File: config.mk
export PLATFORM = sky130hd
export DESIGN_NAME = simt_branch_sequencer_flat
export DESIGN_NICKNAME = d
export VERILOG_FILES = /design/src/rtl/simt_branch_sequencer_if.sv /design/src/rtl/simt_branch_sequencer.sv /design/src/flat_wrapper.sv
export SDC_FILE = /design/constraint.sdc
export NUM_CORES = 1
export LEC_CHECK = 0
export CAP_MARGIN = 25
export CORE_UTILIZATION = 50
export DETAILED_ROUTE_END_ITERATION = 7
export PLACE_DENSITY = 0.74
export SLEW_MARGIN = 25
export SYNTH_ARGS = -nofsm -noshare
export SYNTH_HDL_FRONTEND = slang
export SYNTH_SLANG_ARGS = --single-unit
File: constraint.sdc
create_clock -name clk -period 3.7 [get_ports clk]
set_input_delay 0.74 -clock clk [delete_from_list [all_inputs] [get_ports clk]]
set_output_delay 0.74 -clock clk [all_outputs]
set_load 0.005 [all_outputs]
File: src/rtl/simt_branch_sequencer_if.sv
// Bundle between the fetch path / core array and the global program sequencer.
// The fetch side (master) presents the decoded instruction and divergence flags;
// the sequencer (slave) returns the fetch address, next PC/SP and array enable.
interface simt_branch_sequencer_if #(
    parameter int NUM_CORES = 16,
    parameter int PC_WIDTH  = 8,
    parameter int SP_WIDTH  = 3
);
    logic                 start;
    logic                 instr_valid;
    logic [2:0]           op;
    logic [PC_WIDTH-1:0]  target;
    logic [NUM_CORES-1:0] diverge;

    logic [PC_WIDTH-1:0]  program_counter;
    logic [PC_WIDTH-1:0]  next_program_counter;
    logic [SP_WIDTH-1:0]  next_stack_pointer;
    logic                 global_enable;
    logic                 busy;
    logic                 halted;
    logic                 fault;

    modport master (
        output start, instr_valid, op, target, diverge,
        input  program_counter, next_program_counter, next_stack_pointer,
        input  global_enable, busy, halted, fault
    );

    modport slave (
        input  start, instr_valid, op, target, diverge,
        output program_counter, next_program_counter, next_stack_pointer,
        output global_enable, busy, halted, fault
    );
endinterface

File: src/rtl/simt_branch_sequencer.sv
// Global program sequencer for the lock-step core array. Owns the shared PC
// and return stack, resolves array-wide control flow per fetched instruction
// and folds the per-core diverge flags into the conditional-branch decision.
module simt_branch_sequencer #(
    parameter int NUM_CORES = 16,
    parameter int PC_WIDTH  = 8,
    parameter int SP_WIDTH  = 3
) (
    input  logic                   clk,
    input  logic                   rst,
    simt_branch_sequencer_if.slave bus
);
    localparam int DEPTH = 1 << SP_WIDTH;

    localparam logic [2:0] OP_BRZ  = 3'd1;
    localparam logic [2:0] OP_JMP  = 3'd2;
    localparam logic [2:0] OP_CALL = 3'd3;
    localparam logic [2:0] OP_RET  = 3'd4;
    localparam logic [2:0] OP_HALT = 3'd5;

    localparam logic [PC_WIDTH-1:0]  PC_ZERO      = {PC_WIDTH{1'b0}};
    localparam logic [PC_WIDTH-1:0]  PC_ONE       = {{(PC_WIDTH-1){1'b0}}, 1'b1};
    localparam logic [SP_WIDTH-1:0]  SP_ZERO      = {SP_WIDTH{1'b0}};
    localparam logic [SP_WIDTH-1:0]  SP_ONE       = {{(SP_WIDTH-1){1'b0}}, 1'b1};
    localparam logic [SP_WIDTH-1:0]  SP_FULL      = {SP_WIDTH{1'b1}};
    localparam logic [NUM_CORES-1:0] ALL_DIVERGED = {NUM_CORES{1'b1}};

    typedef enum logic [1:0] {
        ST_IDLE   = 2'd0,
        ST_RUN    = 2'd1,
        ST_HALTED = 2'd2,
        ST_FAULT  = 2'd3
    } state_t;

    state_t              state_r;
    state_t              state_s;
    logic [PC_WIDTH-1:0] pc_r;
    logic [PC_WIDTH-1:0] pc_s;
    logic [PC_WIDTH-1:0] pc_inc_s;
    logic [SP_WIDTH-1:0] sp_r;
    logic [SP_WIDTH-1:0] sp_s;
    logic [SP_WIDTH-1:0] sp_dec_s;
    logic                push_s;
    logic                enable_s;
    logic                busy_r;
    logic                halted_r;
    logic                fault_r;

    // Return addresses; contents are don't-care after reset, only SP is reset.
    logic [PC_WIDTH-1:0] stack_r [0:DEPTH-1];

    assign pc_inc_s = pc_r + PC_ONE;
    assign sp_dec_s = sp_r - SP_ONE;

    // Next PC/SP/state decision for the current instruction and control inputs.
    always_comb begin
        state_s  = state_r;
        pc_s     = pc_r;
        sp_s     = sp_r;
        push_s   = 1'b0;
        enable_s = 1'b0;
        case (state_r)
            ST_RUN: begin
                if (bus.instr_valid) begin
                    enable_s = 1'b1;
                    case (bus.op)
                        OP_BRZ: begin
                            // Jump only once every core has taken (or already took) the branch.
                            if (bus.diverge == ALL_DIVERGED) begin
                                pc_s = bus.target;
                            end else begin
                                pc_s = pc_inc_s;
                            end
                        end
                        OP_JMP: begin
                            pc_s = bus.target;
                        end
                        OP_CALL: begin
                            // The top slot is never pushed: SP would wrap and lose the frame.
                            if (sp_r == SP_FULL) begin
                                state_s = ST_FAULT;
                            end else begin
                                push_s = 1'b1;
                                sp_s   = sp_r + SP_ONE;
                                pc_s   = bus.target;
                            end
                        end
                        OP_RET: begin
                            if (sp_r == SP_ZERO) begin
                                state_s = ST_FAULT;
                            end else begin
                                sp_s = sp_dec_s;
                                pc_s = stack_r[sp_dec_s];
                            end
                        end
                        OP_HALT: begin
                            state_s = ST_HALTED;
                        end
                        default: begin
                            pc_s = pc_inc_s;
                        end
                    endcase
                end else begin
                    enable_s = 1'b0;
                end
            end
            ST_IDLE, ST_HALTED, ST_FAULT: begin
                if (bus.start) begin
                    state_s = ST_RUN;
                    pc_s    = PC_ZERO;
                    sp_s    = SP_ZERO;
                end else begin
                    state_s = state_r;
                end
            end
            default: begin
                state_s = ST_IDLE;
                pc_s    = PC_ZERO;
                sp_s    = SP_ZERO;
            end
        endcase
    end

    // Sequencer state, PC, SP and registered status flags.
    always_ff @(posedge clk or negedge rst) begin
        if (!rst) begin
            state_r  <= ST_IDLE;
            pc_r     <= PC_ZERO;
            sp_r     <= SP_ZERO;
            busy_r   <= 1'b0;
            halted_r <= 1'b0;
            fault_r  <= 1'b0;
        end else begin
            state_r  <= state_s;
            pc_r     <= pc_s;
            sp_r     <= sp_s;
            busy_r   <= (state_s == ST_RUN);
            halted_r <= (state_s == ST_HALTED);
            fault_r  <= (state_s == ST_FAULT);
        end
    end

    // Return-stack write; a RET on the following edge reads this entry directly.
    always_ff @(posedge clk) begin
        if (push_s) begin
            stack_r[sp_r] <= pc_inc_s;
        end
    end

    assign bus.program_counter      = pc_r;
    assign bus.next_program_counter = pc_s;
    assign bus.next_stack_pointer   = sp_s;
    assign bus.global_enable        = enable_s;
    assign bus.busy                 = busy_r;
    assign bus.halted               = halted_r;
    assign bus.fault                = fault_r;
endmodule

File: src/flat_wrapper.sv
// flat-port wrapper written by rule: the top's interface ports become plain ports
module simt_branch_sequencer_flat 
#(
    parameter int NUM_CORES = 16,
    parameter int PC_WIDTH  = 8,
    parameter int SP_WIDTH  = 3
)
  (clk, rst, bus_start, bus_instr_valid, bus_op, bus_target, bus_diverge, bus_program_counter, bus_next_program_counter, bus_next_stack_pointer, bus_global_enable, bus_busy, bus_halted, bus_fault);
  simt_branch_sequencer_if #(.NUM_CORES(NUM_CORES), .PC_WIDTH(PC_WIDTH), .SP_WIDTH(SP_WIDTH)) bus_i ();
  input  logic clk;
  input  logic rst;
  input wire logic [$bits(bus_i.start)-1:0] bus_start;
  input wire logic [$bits(bus_i.instr_valid)-1:0] bus_instr_valid;
  input wire logic [$bits(bus_i.op)-1:0] bus_op;
  input wire logic [$bits(bus_i.target)-1:0] bus_target;
  input wire logic [$bits(bus_i.diverge)-1:0] bus_diverge;
  output wire logic [$bits(bus_i.program_counter)-1:0] bus_program_counter;
  output wire logic [$bits(bus_i.next_program_counter)-1:0] bus_next_program_counter;
  output wire logic [$bits(bus_i.next_stack_pointer)-1:0] bus_next_stack_pointer;
  output wire logic [$bits(bus_i.global_enable)-1:0] bus_global_enable;
  output wire logic [$bits(bus_i.busy)-1:0] bus_busy;
  output wire logic [$bits(bus_i.halted)-1:0] bus_halted;
  output wire logic [$bits(bus_i.fault)-1:0] bus_fault;
  assign bus_i.start = bus_start;
  assign bus_i.instr_valid = bus_instr_valid;
  assign bus_i.op = bus_op;
  assign bus_i.target = bus_target;
  assign bus_i.diverge = bus_diverge;
  assign bus_program_counter = bus_i.program_counter;
  assign bus_next_program_counter = bus_i.next_program_counter;
  assign bus_next_stack_pointer = bus_i.next_stack_pointer;
  assign bus_global_enable = bus_i.global_enable;
  assign bus_busy = bus_i.busy;
  assign bus_halted = bus_i.halted;
  assign bus_fault = bus_i.fault;
  simt_branch_sequencer #(.NUM_CORES(NUM_CORES), .PC_WIDTH(PC_WIDTH), .SP_WIDTH(SP_WIDTH)) u_core (.clk(clk), .rst(rst), .bus(bus_i));
endmodule
==> flow_metrics.tcl, run 1 <==
set metrics [dict create \
    status "complete, no violations" \
    period_share_pct 97.2 \
    track_usage_pct 25.5 \
    fin_nets 417 \
    cts_buffers 9 \
    num_vias 2885 \
    fin_ws_ps 105 \
    pwr-share-seq_pct 40.0 \
    cp_slowest_cell "clkdlybuf4s50_1" \
    crit_chain "clkdlybuf4s50_1, buf_4, nor3b_2, buf_4, nand2_1, o21ai_0, a221oi_1, o21ai_0, clkdlybuf4s50_1" \
    power.density_nw_per_um2 605 \
    via_per_inst 5.94 \
    area_delta_synth_final_pct 30.7 \
    gp_congestion 0.900 \
    hold_violations 0 \
    fin_hold_ws_ps 645 \
    max_stage_delay_ps 560 \
    antenna_found_initial 0 \
    syn-num-nets 320 \
    peakVddDrop_mv 0.395 \
    clock_latency_ps 350 \
    setup_viol 0 \
    avgSynthCellArea_um2 13.3 \
    layout_commonest_cell "edfxtp_1" \
    finalCriticalPeriod_ps 3600 \
    die_x_um 89.1 \
    die_h_um 89.1 \
    postCtsHoldBufs 0 \
    wl_met2_um 4520 \
    syn-cell-area_um2 3790 \
    wl_per_cell_um 19.8 \
    maxSlewViolCount 0 \
    switching_share_pct 33.9 \
    path_max_fanout 6 \
    fmax_ghz 0.278 \
    hpwl_um 6810 \
    route.detailed.drc 0 \
    p_clk_share_pct 18.7 \
    cts.sinks 80 \
    met3_length_um 801 \
    grt_max_degree 17 \
    overflow 0 \
    fillers 561 \
    multi_input_area_um2 1430 \
    async_flop_share_pct 20.0 \
    synth_warnings 0 \
    p_leak_nw 1.86 \
    syn_inst 285 \
    core-area_um2 7290 \
    rows 31 \
    wl_um 9640 \
    drtAntennaViolNets 0 \
    crit_path_end_kind "output port" \
    grt_pass1_vias 2685 \
    drt_iter0_drc 179 \
    utilization_pct 68.0 \
    htree_levels 3 \
    root_buffer "clkbuf_8" \
    combPwrFrac_pct 41.3 \
    cp_data_required_time_ps 2960 \
    power.total_w 0.00300 \
    worstPathArrival_ps 2860 \
    synth-edff-count 64 \
    highest_layer "met4" \
    path_class "primary input to output port" \
    wirelength_met1_um 4040 \
    final_cell_mix "64 x edfxtp_1, 44 x clkdlybuf4s50_1, 42 x buf_4, 19 x nor2_1, 17 x a21oi_1" \
    portBuffers 53 \
    dpl_worst_slack_ps -69.5 \
    finalClockSkew_ps 8.54 \
    cp-start-kind "primary input" \
    switchingPower_w 0.00102 \
    ys_types 46 \
    dr.pass1.iters 5 \
    start_util_pct 52.0 \
    n_antenna_cell 0 \
    tightest_slew_ps 787 \
    max_slew_margin_pct 47.4 \
    min_path_type "flop to flop" \
    cts_tree "built" \
    ios 54 \
    synth_ff_type "edfxtp_1" \
    die_area_um2 7940 \
    synth-seq-area-share_pct 61.2 \
    maxCapViolCount 0 \
    seq_area_um2 2320 \
    drive_gt1_share_pct 22.0 \
    clkTransAtPathRegs_ps 80 \
    intPower_w 0.00198 \
    clockBufferDepth 2 \
    grt_pass1_wl_um 14200 \
    ys_ff_latch 80 \
]
==> stage by stage <==
stage                     cell area [um2]  setup TNS, ps  cells
final                                4960              0    486
after global routing                 4960          -12.1    486
after detailed placement             4710           -102    468
after floorplan                      3790              0    285
after CTS                            4900              0    484
after global placement               4710          -65.2    468
==> layout make-up <==
cell class / count / share of cell area [%]
clock buffers: 11 / 2.65
clock inverters: 5 / 0.681
inverters: 13 / 0.984
multi-input cells: 182 / 28.8
flip-flops and latches: 80 / 46.8
well taps: 99 / 2.50
repair buffers: 96 / 17.6
==> critical path, delay by kind of cell <==
kind            cells  cell delay, ps
compound gates      3             470
buf+inv             4            1380
simple gates        2             260
==> metal layers <==
metal | vias to the layer above | GRT usage (%)
met1 | 1406 | 35.5
met4 | 0 | 9.81
met3 | 25 | 5.63
met5 | - | 0
li1 | 1301 | -
met2 | 153 | 39.5
==> state kept, by name (all words and copies together), names as in the netlist <==
signal,count
u_core.bus.halted,1
u_core.stack_r,64
u_core.bus.program_counter,8
u_core.state_r,2
u_core.sp_r,3
u_core.bus.busy,1
u_core.bus.fault,1
==> path summary, 6_finish.rpt <==
| check | slack [ps] | cells past startpoint | from | end |
|---|---|---|---|---|
| worst max-delay path | 100 | 9 | bus_op[1] | bus_next_stack_pointer[1] |
| worst min-delay path | 640 | 3 | u_core.state_r[1]$_DFF_PN0_ | u_core.bus.program_counter[0]$_DFF_PN0_ |
| worst max register to register | 1450 | 7 | u_core.sp_r[0]$_DFF_PN0_ | u_core.bus.program_counter[1]$_DFF_PN0_ |
| worst min register to register | 640 | 3 | u_core.state_r[1]$_DFF_PN0_ | u_core.bus.program_counter[0]$_DFF_PN0_ |
| max in group asynchronous | 2360 | 1 | rst | u_core.bus.program_counter[6]$_DFF_PN0_ |
| min in group asynchronous | 850 | 1 | rst | u_core.sp_r[1]$_DFF_PN0_ |
==> power by group through the flow <==
| stage | Sequential [W] | Clock, W | Combinational (W) |
|---|---|---|---|
| 2_1_floorplan | 0.00120 | 0 | 0.000688 |
| 3_3_place_gp | 0.00121 | 0 | 0.00117 |
| 3_5_place_dp | 0.00121 | 0 | 0.00119 |
| 4_1_cts | 0.00120 | 0.000564 | 0.00123 |
| 5_1_grt | 0.00121 | 0.000599 | 0.00133 |
| 6_report | 0.00120 | 0.000560 | 0.00124 |
==> synthesized netlist by cell type, types with 3 or more instances <==
library cell	instances	area share (%)
a22o_1	3	0.69
o211ai_1	5	0.99
inv_1	13	1.3
a221o_1	3	0.79
xor2_1	3	0.69
mux4_2	16	9.5
a21oi_1	17	2.2
mux2i_1	4	1.1
and3_1	5	0.82
ha_1	4	1.3
nor2b_1	10	1.6
nor2_1	20	2.0
nand2_1	13	1.3
buf_2	5	0.66
nor3_1	5	0.66
edfxtp_1	64	51
nand2b_1	4	0.66
dfrtp_1	16	11
clkbuf_1	3	0.30
xnor2_1	3	0.69
nand3_1	16	2.1
nand4_1	5	0.82
o21ai_1	4	0.53
o21ai_0	17	2.2
==> what timing repair did <==
action / 4_1_cts / 5_1_grt
gates resized for setup: 10 / 14
endpoints found under the setup margin: 4 / 8
pin swaps: 3 / 2
setup buffers: 0 / 2
==> kinds of logic after synthesis <==
family | Yosys count | synth area share (%)
buf+inv | 23 | 2.74
flops | 80 | 61.2
compound gates | 66 | 11.1
xor+xnor | 6 | 1.39
simple gates | 85 | 11.4
fa+ha+maj | 4 | 1.32
mux | 21 | 10.8
Note: power is estimated with default switching activity, not from simulation.
==> run 2: changes to the inputs <==
--- a/config.mk
+++ b/config.mk
@@ -8,6 +8,7 @@
 export CAP_MARGIN = 25
 export CORE_UTILIZATION = 50
 export DETAILED_ROUTE_END_ITERATION = 7
+export HOLD_SLACK_MARGIN = 0.15
 export PLACE_DENSITY = 0.74
 export SLEW_MARGIN = 25
 export SYNTH_ARGS = -nofsm -noshare
==> constraint.sdc (replaced) <==
create_clock -name clk -period 3.7 [get_ports clk]
set_input_delay 0.37 -clock clk [delete_from_list [all_inputs] [get_ports clk]]
set_output_delay 0.37 -clock clk [all_outputs]
set_load 0.005 [all_outputs]
==> run 2 against run 1 <==
  * Design area shrank 3.3%
  * Combinational power shrank 6%
  * Hold slack lost 170 ps
  * Cell count shrank 4.5%
  * Maximum frequency grew 4.4%
  * Non-clock buffer count shrank 22
  * Clock-buffer cell count shrank 2
  * Critical path type is now flop to output port
  * Largest cell class unchanged
  * Highest routed layer unchanged
==> flow_metrics.tcl, run 2 (synthesized netlist as in run 1, its figures left out) <==
set metrics [dict create \
    fin_hold_ws_ps 474 \
    crit_path_start "u_core.sp_r[0]$_DFF_PN0_" \
    tightest_slew_ps 825 \
    cts.sinks 80 \
    hpwl_um 6590 \
    status "complete, no violations" \
    max_stage_delay_ps 470 \
    regMostFlops "u_core.stack_r" \
    n_antenna_cell 0 \
    antenna_found_initial 0 \
    grt_setup_unrepaired "no" \
    r2r-start "u_core.sp_r[0]$_DFF_PN0_" \
    wl_per_cell_um 20.1 \
    highest_layer "met4" \
    cp-start-kind "flop" \
    fin_ws_ps 257 \
    finalCriticalPeriod_ps 3440 \
    rows 31 \
    wl_met2_um 4480 \
    utilization_pct 65.8 \
    finalClockSkew_ps 6.67 \
    p_leak_nw 1.68 \
    num_vias 2793 \
    cts_setup_buffers 0 \
    area_delta_synth_final_pct 26.3 \
    peakVddDrop_mv 0.386 \
    route.detailed.drc 0 \
    crit_path_end_kind "output port" \
    die_h_um 89.1 \
    portBuffers 53 \
    min_path_type "primary input to async pin" \
    dr.pass1.iters 5 \
    gp_congestion 0.932 \
    grt_pass1_wl_um 13600 \
    htree_levels 3 \
    layout_commonest_cell "edfxtp_1" \
    fmax_ghz 0.290 \
    drt_iter0_drc 237 \
    cp_top_family "compound AO/OA/AOI/OAI gates" \
    path_max_fanout 20 \
    root_buffer "clkbuf_8" \
    grt_max_degree 21 \
    cts_buffers 9 \
    clockBufferDepth 2 \
    die_area_um2 7940 \
    maxCapViolCount 0 \
    die_x_um 89.1 \
    cp_slowest_cell "clkdlybuf4s50_1" \
    power.density_nw_per_um2 638 \
    worstPathArrival_ps 3070 \
    largest_reg_flops 64 \
    core-area_um2 7290 \
    max_slew_margin_pct 44.8 \
    overflow 0 \
    clock_latency_ps 360 \
    met3_length_um 834 \
    hold_violations 0 \
    start_util_pct 52.0 \
    track_usage_pct 25.1 \
    maxSlewViolCount 0 \
    cp_data_required_time_ps 3330 \
    wl_um 9340 \
    dpl_worst_slack_ps 431 \
    fin_nets 395 \
    grt_pass1_vias 2591 \
    setup_tns_ps 0 \
    crit_chain "buf_12, ha_2, nand3_1, and2_1, a221o_1, a2111oi_1, o21ai_1, clkdlybuf4s50_1" \
    drive_gt1_share_pct 15.9 \
    drtAntennaViolNets 0 \
    period_share_pct 93.0 \
    worst-path-buf-inv 2 \
    clkTransAtPathRegs_ps 90 \
    path_class "flop to output port" \
    cts_tree "built" \
    setup_viol 0 \
    wirelength_met1_um 3720 \
    final_cell_mix "64 x edfxtp_1, 53 x clkdlybuf4s50_1, 20 x nor2_1, 20 x buf_4" \
    via_per_inst 6.02 \
    ios 54 \
]
[run 2: cell count changes in the layout (fill, tap and decap cells not counted), moves of 3 or more]
cell,previous run,this run
buf_4,42,20
clkdlybuf4s50_1,44,53
dlymetal6s2s_1,7,0
nor2b_1,7,10
[run 2: metrics by stage]
step | instance area [um2] | cells | power [W]
6_report | 4790 | 464 | 0.00306
2_1_floorplan | 3790 | 285 | 0.00188
4_1_cts | 4770 | 464 | 0.00301
5_1_grt | 4790 | 464 | 0.00318
3_3_place_gp | 4560 | 448 | 0.00233
3_5_place_dp | 4560 | 448 | 0.00235
[run 2: path summary, 6_finish.rpt]
path | end | slack [ps] | cells after the start
setup / recovery | bus_next_program_counter[1] | 260 | 8
hold / removal | u_core.sp_r[2]$_DFF_PN0_ | 470 | 1
setup reg to reg | u_core.bus.program_counter[1]$_DFF_PN0_ | 1320 | 7
hold reg to reg | u_core.bus.program_counter[4]$_DFF_PN0_ | 650 | 1
max in group asynchronous | u_core.bus.program_counter[2]$_DFF_PN0_ | 2710 | 1
min in group clk | u_core.bus.program_counter[4]$_DFF_PN0_ | 650 | 1
[run 2: final cells by class]
class	count	area (um2)
Fill cell	562	2500
Sequential cell	80	2320
Multi-Input combinational cell	182	1390
Timing Repair Buffer	74	701
Clock buffer	9	124
Tap cell	99	124
Clock inverter	7	85.1
Inverter	13	48.8
[run 2: report_power, final]
group	switching (W)	internal (W)
combinational	0.000576	0.000598
sequential	0.0000956	0.00111
clock	0.000348	0.000325
total	0.00102	0.00204
[run 2: what timing repair did]
item	4_1_cts	5_1_grt
setup endpoints to repair	0	4
gates resized for setup	0	6
hold buffers	0	0
endpoints found under the hold margin	0	0
[run 2: routing by layer]
layer  GRT usage, %  up-vias
li1               -     1256
met1           31.6     1345
met2           41.4      162
met3           5.54       30
met4           12.3        0
met5              0        -
[run 2: worst reg2reg max path: stages (launching register included)]
cell	delay (ps)
dfrtp_1	390
buf_12	200
ha_2	260
nand3_1	190
and2_1	300
a221o_1	370
a2111oi_1	370
o21ai_1	160
==> run 3: changes to the inputs <==
==> constraint.sdc (replaced) <==
create_clock -name clk -period 3.7 [get_ports clk]
set_input_delay 0.37 -clock clk [delete_from_list [all_inputs] [get_ports clk]]
set_output_delay 0.37 -clock clk [all_outputs]
set_load 0.1 [all_outputs]
==> run 3 against run 2 <==
  * Clock power decreased by 14%
  * Non-clock buffer count is 6 lower
  * Power increased by 17%
  * Design area is 0.68% higher
  * Clock-buffer cell count unchanged
  * Clock skew up 2.7 ps
  * Largest power group is now combinational logic
  * Highest routed layer unchanged
==> flow_metrics.tcl, run 3 (synthesized netlist as in run 1, its figures left out) <==
set metrics [dict create \
    cp-start-kind "flop" \
    antenna_found_initial 0 \
    area_delta_synth_final_pct 27.2 \
    core-area_um2 7290 \
    postCtsHoldBufs 0 \
    fillers 545 \
    crit_chain "inv_1, ha_1, buf_4, mux4_2, nor2b_1, a21oi_1, o211ai_1, a22o_1, buf_12" \
    overflow 0 \
    path_class "flop to output port" \
    worst-path-buf-inv 3 \
    path_max_fanout 10 \
    n_antenna_cell 0 \
    clkTransAtPathRegs_ps 90 \
    max_stage_delay_ps 600 \
    finalClockSkew_ps 9.36 \
    num_vias 2742 \
    min_path_type "primary input to async pin" \
    fin_nets 389 \
    setup_viol 0 \
    setup_tns_ps 0 \
    pwr-share-seq_pct 34.0 \
    combPwrFrac_pct 49.9 \
    intPower_w 0.00200 \
    clockBufferDepth 2 \
    regMostFlops "u_core.stack_r" \
    hold_violations 0 \
    grt_pass1_wl_um 13900 \
    drt_iter0_drc 248 \
    cp_top_family "compound AO/OA/AOI/OAI gates" \
    status "complete, no violations" \
    track_usage_pct 25.0 \
    drtAntennaViolNets 0 \
    peakVddDrop_mv 0.475 \
    maxCapViolCount 0 \
    cp_data_required_time_ps 3330 \
    cts_buffers 9 \
    final_cell_area_um2 4830 \
    fmax_ghz 0.287 \
    fin_hold_ws_ps 484 \
    wl_per_cell_um 20.5 \
    worstPathArrival_ps 3120 \
    grt_max_degree 17 \
    die_x_um 89.1 \
    max_slew_margin_pct 34.7 \
    root_buffer "clkbuf_8" \
    grt_setup_unrepaired "no" \
    via_per_inst 5.99 \
    p_clk_share_pct 16.1 \
    clock_latency_ps 340 \
    switching_share_pct 44.1 \
    switchingPower_w 0.00158 \
    p_leak_nw 1.69 \
    cts_tree "built" \
    instances_no_fill 458 \
    start_util_pct 52.0 \
    route.detailed.drc 0 \
    cts.sinks 80 \
    final_cell_mix "64 x edfxtp_1, 41 x clkdlybuf4s50_1, 20 x nor2_1, 17 x a21oi_1" \
    maxSlewViolCount 0 \
    finalCriticalPeriod_ps 3490 \
    htree_levels 3 \
    wl_um 9380 \
    dr.pass1.iters 5 \
    rrSetupSlack_ps 980 \
    layout_commonest_cell "edfxtp_1" \
    crit_path_end_kind "output port" \
    power.density_nw_per_um2 741 \
    rows 31 \
    drive_gt1_share_pct 18.9 \
    grt_pass1_vias 2672 \
    place_area_um2 4650 \
    tightest_slew_ps 976 \
    cp_slowest_cell "ha_1" \
    placed_cells 442 \
    cts_resized 0 \
    ios 54 \
    gp_congestion 0.897 \
    die_area_um2 7940 \
    cts_setup_buffers 0 \
    hpwl_um 6720 \
    portBuffers 53 \
    period_share_pct 94.3 \
    die_h_um 89.1 \
    largest_reg_flops 64 \
]
==> run 3: cell types whose count changed in the layout (fill, tap and decap cells not counted), moves of 2 or more <==
cell,before,now
buf_12,1,11
o21ai_2,0,4
buf_4,20,16
o21ai_0,17,13
clkdlybuf4s50_1,53,41
ha_1,2,4
inv_8,2,0
==> run 3: layout make-up <==
cell class | count | area (um2) | area share, %
Multi-Input combinational cell | 182 | 1400 | 29.1
Clock inverter | 7 | 53.8 | 1.11
Sequential cell | 80 | 2320 | 48.1
Tap cell | 99 | 124 | 2.57
Inverter | 13 | 48.8 | 1.01
Clock buffer | 9 | 124 | 2.57
Timing Repair Buffer | 68 | 751 | 15.6
==> run 3: path summary, 6_finish.rpt <==
check | endpoint | cells past startpoint | from
max reg2reg | u_core.bus.program_counter[3]$_DFF_PN0_ | 8 | u_core.sp_r[1]$_DFF_PN0_
min in group clk | u_core.bus.program_counter[7]$_DFF_PN0_ | 2 | u_core.bus.program_counter[7]$_DFF_PN0_
min reg2reg | u_core.bus.program_counter[7]$_DFF_PN0_ | 2 | u_core.bus.program_counter[7]$_DFF_PN0_
max in group asynchronous | u_core.bus.program_counter[1]$_DFF_PN0_ | 1 | rst
min | u_core.sp_r[2]$_DFF_PN0_ | 1 | rst
max | bus_next_program_counter[3] | 9 | u_core.sp_r[1]$_DFF_PN0_
==> run 3: power groups by stage <==
stage          clock network, W  logic [W]  registers [W]
2_1_floorplan                 0    0.00104        0.00141
3_3_place_gp                  0    0.00176        0.00123
3_5_place_dp                  0    0.00178        0.00123
4_1_cts                0.000586    0.00178        0.00121
5_1_grt                0.000617    0.00187        0.00122
6_report               0.000577    0.00179        0.00121
==> run 3: stage by stage <==
stage	worst slack, ps	utilization [%]	power, W
6_report	211	66.2	0.00358
5_1_grt	26.5	66.2	0.00371
2_1_floorplan	170	-	0.00245
4_1_cts	225	66.2	0.00358
3_3_place_gp	470	63.8	0.00299
3_5_place_dp	479	63.8	0.00301
==> run 3: routing by layer <==
layer	track usage, %	vias to the layer above	part of all wire, %
met2	42.3	124	49
met4	8.23	0	1.4
met3	5.36	14	7.4
li1	-	1245	-
met1	32.4	1359	42
met5	0	-	0
==> edit 1, RTL diff (settings of run 3) <==
`PC_WIDTH` is set to 8 in 3 places; all go to 6.
--- a/src/rtl/simt_branch_sequencer_if.sv
+++ b/src/rtl/simt_branch_sequencer_if.sv
@@ -4,5 +4,5 @@
 interface simt_branch_sequencer_if #(
     parameter int NUM_CORES = 16,
-    parameter int PC_WIDTH  = 8,
+    parameter int PC_WIDTH  = 6,
     parameter int SP_WIDTH  = 3
 );
--- a/src/rtl/simt_branch_sequencer.sv
+++ b/src/rtl/simt_branch_sequencer.sv
@@ -4,5 +4,5 @@
 module simt_branch_sequencer #(
     parameter int NUM_CORES = 16,
-    parameter int PC_WIDTH  = 8,
+    parameter int PC_WIDTH  = 6,
     parameter int SP_WIDTH  = 3
 ) (
--- a/src/flat_wrapper.sv
+++ b/src/flat_wrapper.sv
@@ -3,5 +3,5 @@
 #(
     parameter int NUM_CORES = 16,
-    parameter int PC_WIDTH  = 8,
+    parameter int PC_WIDTH  = 6,
     parameter int SP_WIDTH  = 3
 )
Interface: changed (resized bus_next_program_counter, bus_program_counter and bus_target); port bits go from 54 to 48. The function was not compared with the original's and may differ.
==> edit 1 against run 3 <==
Total power shrank 22%. Combinational power shrank 33%. Worst setup slack gained 210 ps. Count of clock-buffer cells in the layout grew 1. Area after synthesis shrank 19%. Sequential cell count shrank 18. Maximum frequency grew 6.3%. Wire length shrank 31%. Final area shrank 19%. Critical path type unchanged.
==> edit 1: results (changes against run 3) <==
port buffer count 47 (-11%); leakage power 1.38 nW (-19%); slew margin rel. 34.2% (-0.59 points); synth warn 0 (unchanged); DR iter-0 viols 141 (-43%); NumNets Final 317 (-19%); DP Worst Slack 675 ps (+196 ps); Setup Fix Bufs, Post-CTS 0 (unchanged); Core Area 0.00592 mm2 (-19%); clk buf depth 2 (unchanged); main area contributors after synthesis edfxtp_1 47%, dfrtp_1 11%, mux4_2 5.9%; Post-synth EDFFs 48 (-25%); drt via density 5.76 (-3.7%); DRT Pass-1 Iters 4 (-1); Worst Path Arrival 2910 ps (-210 ps); largest net degree at the start of global routing 17 (unchanged); gr usage total 23.0% (-2.0 points); post-CTS sizing 0 (unchanged); gpl congestion 0.825 (-8.0%); number of flip-flops in the largest register 48 (-25%); Seq/Total Area, Yosys 58.5% (-2.6 points); Layout Skew 6.06 ps (-3.30 ps); library cells used by synthesis 48 (+4.3%); CTS buffer count 9 (unchanged); DP HPWL 4830 um (-28%); # hold bufs at CTS 0 (unchanged); vias in the first global route 2063 (-23%); Num Clock Sinks 62 (-23%); worst-path fanout max 14 (+4); clk_lat worst skew 340 ps (about the same); htree depth 3 (unchanged); Worst Hold Class in -> async; Max Freq 0.305 GHz (+6.3%); outcome complete, no violations; Post-synth ARST share 22.6% (+2.6 points); Worst R2R Setup Slack 1180 ps (+200 ps); TNS Setup 0 ps (unchanged); final hold slack 449 ps (-35.5 ps); final wirelength 6510 um (-31%); first-pass GRT wire length 10400 um (-25%); layout cells sized above 1 18.3% (-0.60 points); syn nets 263 (-18%); worst vdd ir 0.000446 V (-6.1%); Synth top cells by count 48 x edfxtp_1, 23 x nor2_1, 14 x dfrtp_1; Synth Flop Type edfxtp_1; Clock transition at path regs 70 ps (-20 ps)
[edit 1: cell count changes after synthesis, moves of 5 or more]
| cell | change |
|---|---|
| nor2b_1 | -8 |
| mux4_2 | -8 |
| o21ai_0 | -5 |
| edfxtp_1 | -16 |
| nand3_1 | -8 |
| a21oi_1 | -5 |
[edit 1: area by class of cell]
cell class / instances / area [um2]
Clock buffer: 10 / 128
Tap cell: 75 / 93.8
Inverter: 9 / 33.8
Sequential cell: 62 / 1790
Fill cell: 440 / 1990
Multi-Input combinational cell: 150 / 1190
Timing Repair Buffer: 52 / 596
Clock inverter: 6 / 95.1
[edit 1: path summary, 6_finish.rpt]
| check | from | end | depth (start not counted) |
|---|---|---|---|
| max | u_core.sp_r[1] | bus_next_program_counter[3] | 7 |
| min | rst | u_core.bus.program_counter[3] | 1 |
| max reg2reg | u_core.sp_r[1] | u_core.bus.program_counter[3] | 6 |
| min reg2reg | u_core.state_r[0] | u_core.state_r[0] | 2 |
| max in group asynchronous | rst | u_core.sp_r[2] | 1 |
| min in group clk | u_core.state_r[0] | u_core.state_r[0] | 2 |
[edit 1: per-stage QoR]
| step | total power [mW] | instances | instance area [um2] |
|---|---|---|---|
| finish | 2.79 | 364 | 3930 |
| global route | 2.91 | 364 | 3930 |
| CTS | 2.80 | 364 | 3930 |
| detailed placement | 2.15 | 348 | 3710 |
| global placement | 2.13 | 348 | 3710 |
| floorplan | 1.80 | 230 | 3080 |
[edit 1: worst max-delay path, stage by stage (launching register included)]
cell       delay [ps]
dfrtp_1           460
inv_1             120
ha_1              670
mux4_1            440
a22o_1            230
a2111oi_2         330
o21ai_2           140
buf_12            180
[edit 1: where the power goes]
part | internal (mW) | total [mW] | switching, mW
clock network | 0.385 | 0.654 | 0.269
logic | 0.420 | 1.20 | 0.785
registers | 0.866 | 0.927 | 0.0611
total | 1.67 | 2.79 | 1.12
[edit 1: kinds of logic after synthesis]
| group | after synthesis | share of synthesized area [%] |
|---|---|---|
| DFF | 62 | 58.5 |
| and+or+nand+nor | 74 | 12.7 |
| buffers and inverters | 18 | 2.98 |
| xor gates and xnor gates | 4 | 1.14 |
| muxes | 17 | 11.0 |
| AOI/OAI and AO/OA | 51 | 12.0 |
| adders and majority gates | 4 | 1.64 |
[edit 1: per-layer routing]
layer	GRT usage, %	up-vias	wire, um
met5	0	-	0
met4	10.7	0	80
met3	5.57	8	433
met2	38.2	68	3240
met1	28.4	1019	2750
li1	-	1003	-
==> edit 2, RTL diff (settings of run 3) <==
Made on the original files. Remove the case item `OP_CALL` of the case on `bus.op`.
--- a/src/rtl/simt_branch_sequencer.sv
+++ b/src/rtl/simt_branch_sequencer.sv
@@ -76,14 +76,4 @@
                             pc_s = bus.target;
                         end
-                        OP_CALL: begin
-                            // The top slot is never pushed: SP would wrap and lose the frame.
-                            if (sp_r == SP_FULL) begin
-                                state_s = ST_FAULT;
-                            end else begin
-                                push_s = 1'b1;
-                                sp_s   = sp_r + SP_ONE;
-                                pc_s   = bus.target;
-                            end
-                        end
                         OP_RET: begin
                             if (sp_r == SP_ZERO) begin
Function: changed (Yosys sat finds a counterexample within 4 cycles, from zero or initial values and one cycle with rst low).
==> edit 2 against run 3 <==
Worst setup slack improved by 500 ps. Final area fell by 67%. Area after synthesis down 73%. Total power shrank 72%. Wire length shrank 66%. Die area fell by 72%. Clock power shrank 80%. Sequential cell count is 64 lower.
==> edit 2: results (changes against run 3) <==
first-pass GRT wire length 4750 um (-66%); reg2reg path depth 6 (-2); routed length per instance 16.6 um (-19%); library cells used by synthesis 36 (-22%); Synth Area in XOR/XNOR 0% (-1.4 points); Worst Path Arrival 2620 ps (-500 ps); Setup crit end bus_next_stack_pointer[1]; worst slew pin tran 979 ps (+3.09 ps); mux contribution to synthesized area 4.91% (-5.9 points); met2 usage 56.9% (+15 points); htree depth 1 (-2); main area contributors after synthesis dfrtp_1 39%, ha_1 4.9%, mux2i_1 4.9%; Post-synth ARST share 100% (+80 points); clock root buffer clkbuf_4; P_int 418 uW (-79%); layout cells sized above 1 12.6% (-6.4 points); Synth Area in Compound Gates 19.4% (+8.3 points); Layout Skew 0.692 ps (-8.66 ps); Worst R2R Setup Slack 1580 ps (+600 ps); RR Startpoint u_core.state_r[0]; number of flip-flops in the largest register 8 (-88%); Synth Area in Adders 4.91% (+3.6 points); leakage power 0.684 nW (-60%); CTS buffer count 3 (-6); worst vdd ir 0.000808 V (+70%); Seq/Total Area, Yosys 39.3% (-22 points); Layout fillers 98 (-82%); Power Total 1.01 mW (-72%); clk_lat worst skew 290 ps (-50 ps); DR iter-0 viols 60 (-76%); Post-Synthesis Cells 112 (-61%); register share of total power 23.8% (-10 points); Synth top cells by count 16 x dfrtp_1, 12 x nand2_1, 9 x nor2_1; metal2 WL 1580 um (-66%); placed cell area 0.00157 mm2 (-66%); met1 Usage GRT 35.2% (+2.7 points); routed vias 1150 (-58%); port buffer count 53 (unchanged); DRT Pass-1 Iters 4 (-1); combinational group power 652 uW (-64%); outcome complete, no violations; worst-path fanout max 13 (+3); drt via density 5.99 (about the same); reg2reg end u_core.bus.program_counter[7]; M1 WL 1220 um (-69%); syn nets 147 (-54%); gpl congestion 0.822 (-8.4%); NumNets Final 203 (-48%); M3 GR Usage 5.77% (+0.41 points); vias in the first global route 1064 (-60%); gr usage total 31.0% (+6.0 points)
## edit 2: cell types whose count changed after synthesis, moves of 5 or more
cell | before | now
mux4_2 | 16 | 0
inv_1 | 13 | 8
o21ai_0 | 17 | 6
buf_2 | 5 | 0
a21oi_1 | 17 | 1
nor2_1 | 20 | 9
nor2b_1 | 10 | 0
nand3_1 | 16 | 8
edfxtp_1 | 64 | 0
## edit 2: how the worst min path moves through the flow
stage	startpoint	end	slack [ps]	cells after the start
2_1_floorplan	rst	u_core.bus.busy	70	0
3_3_place_gp	u_core.sp_r[0]	u_core.sp_r[0]	490	1
3_5_place_dp	u_core.state_r[0]	u_core.bus.halted	530	1
4_1_cts	rst	u_core.bus.program_counter[1]	530	1
5_1_grt	u_core.state_r[0]	u_core.bus.halted	570	1
6_report	rst	u_core.sp_r[1]	510	1
## edit 2: cell type report
type,count,area [um2],share of cell area [%]
sequential,16,400,25.0
tap,25,31.3,1.95
clock buffer,4,36.3,2.26
timing repair buffer,53,513,32.0
inverter,9,33.8,2.11
multi-input combinational,85,588,36.7
## edit 2: stage by stage
| stage | setup WS (ps) | util [%] |
|---|---|---|
| CTS | 741 | 88.0 |
| detailed placement | 775 | 86.0 |
| global placement | 846 | 86.0 |
| floorplan | 85.9 | - |
| finish | 707 | 88.0 |
| global route | 608 | 88.0 |
## edit 2: kinds of logic (layout without fill, tap and decap cells)
kind of cell	Yosys count	count (layout)
AOI/OAI and AO/OA	25	25
buffers and inverters	11	66
DFF	16	16
adders and majority gates	4	4
and+or+nand+nor	51	51
muxes	5	5
## edit 2: critical path: stages
cell,delay [ps]
clkdlybuf4s50_1,450
nand2b_1,380
nor4_1,680
nor2_1,130
a211oi_2,280
buf_4,340
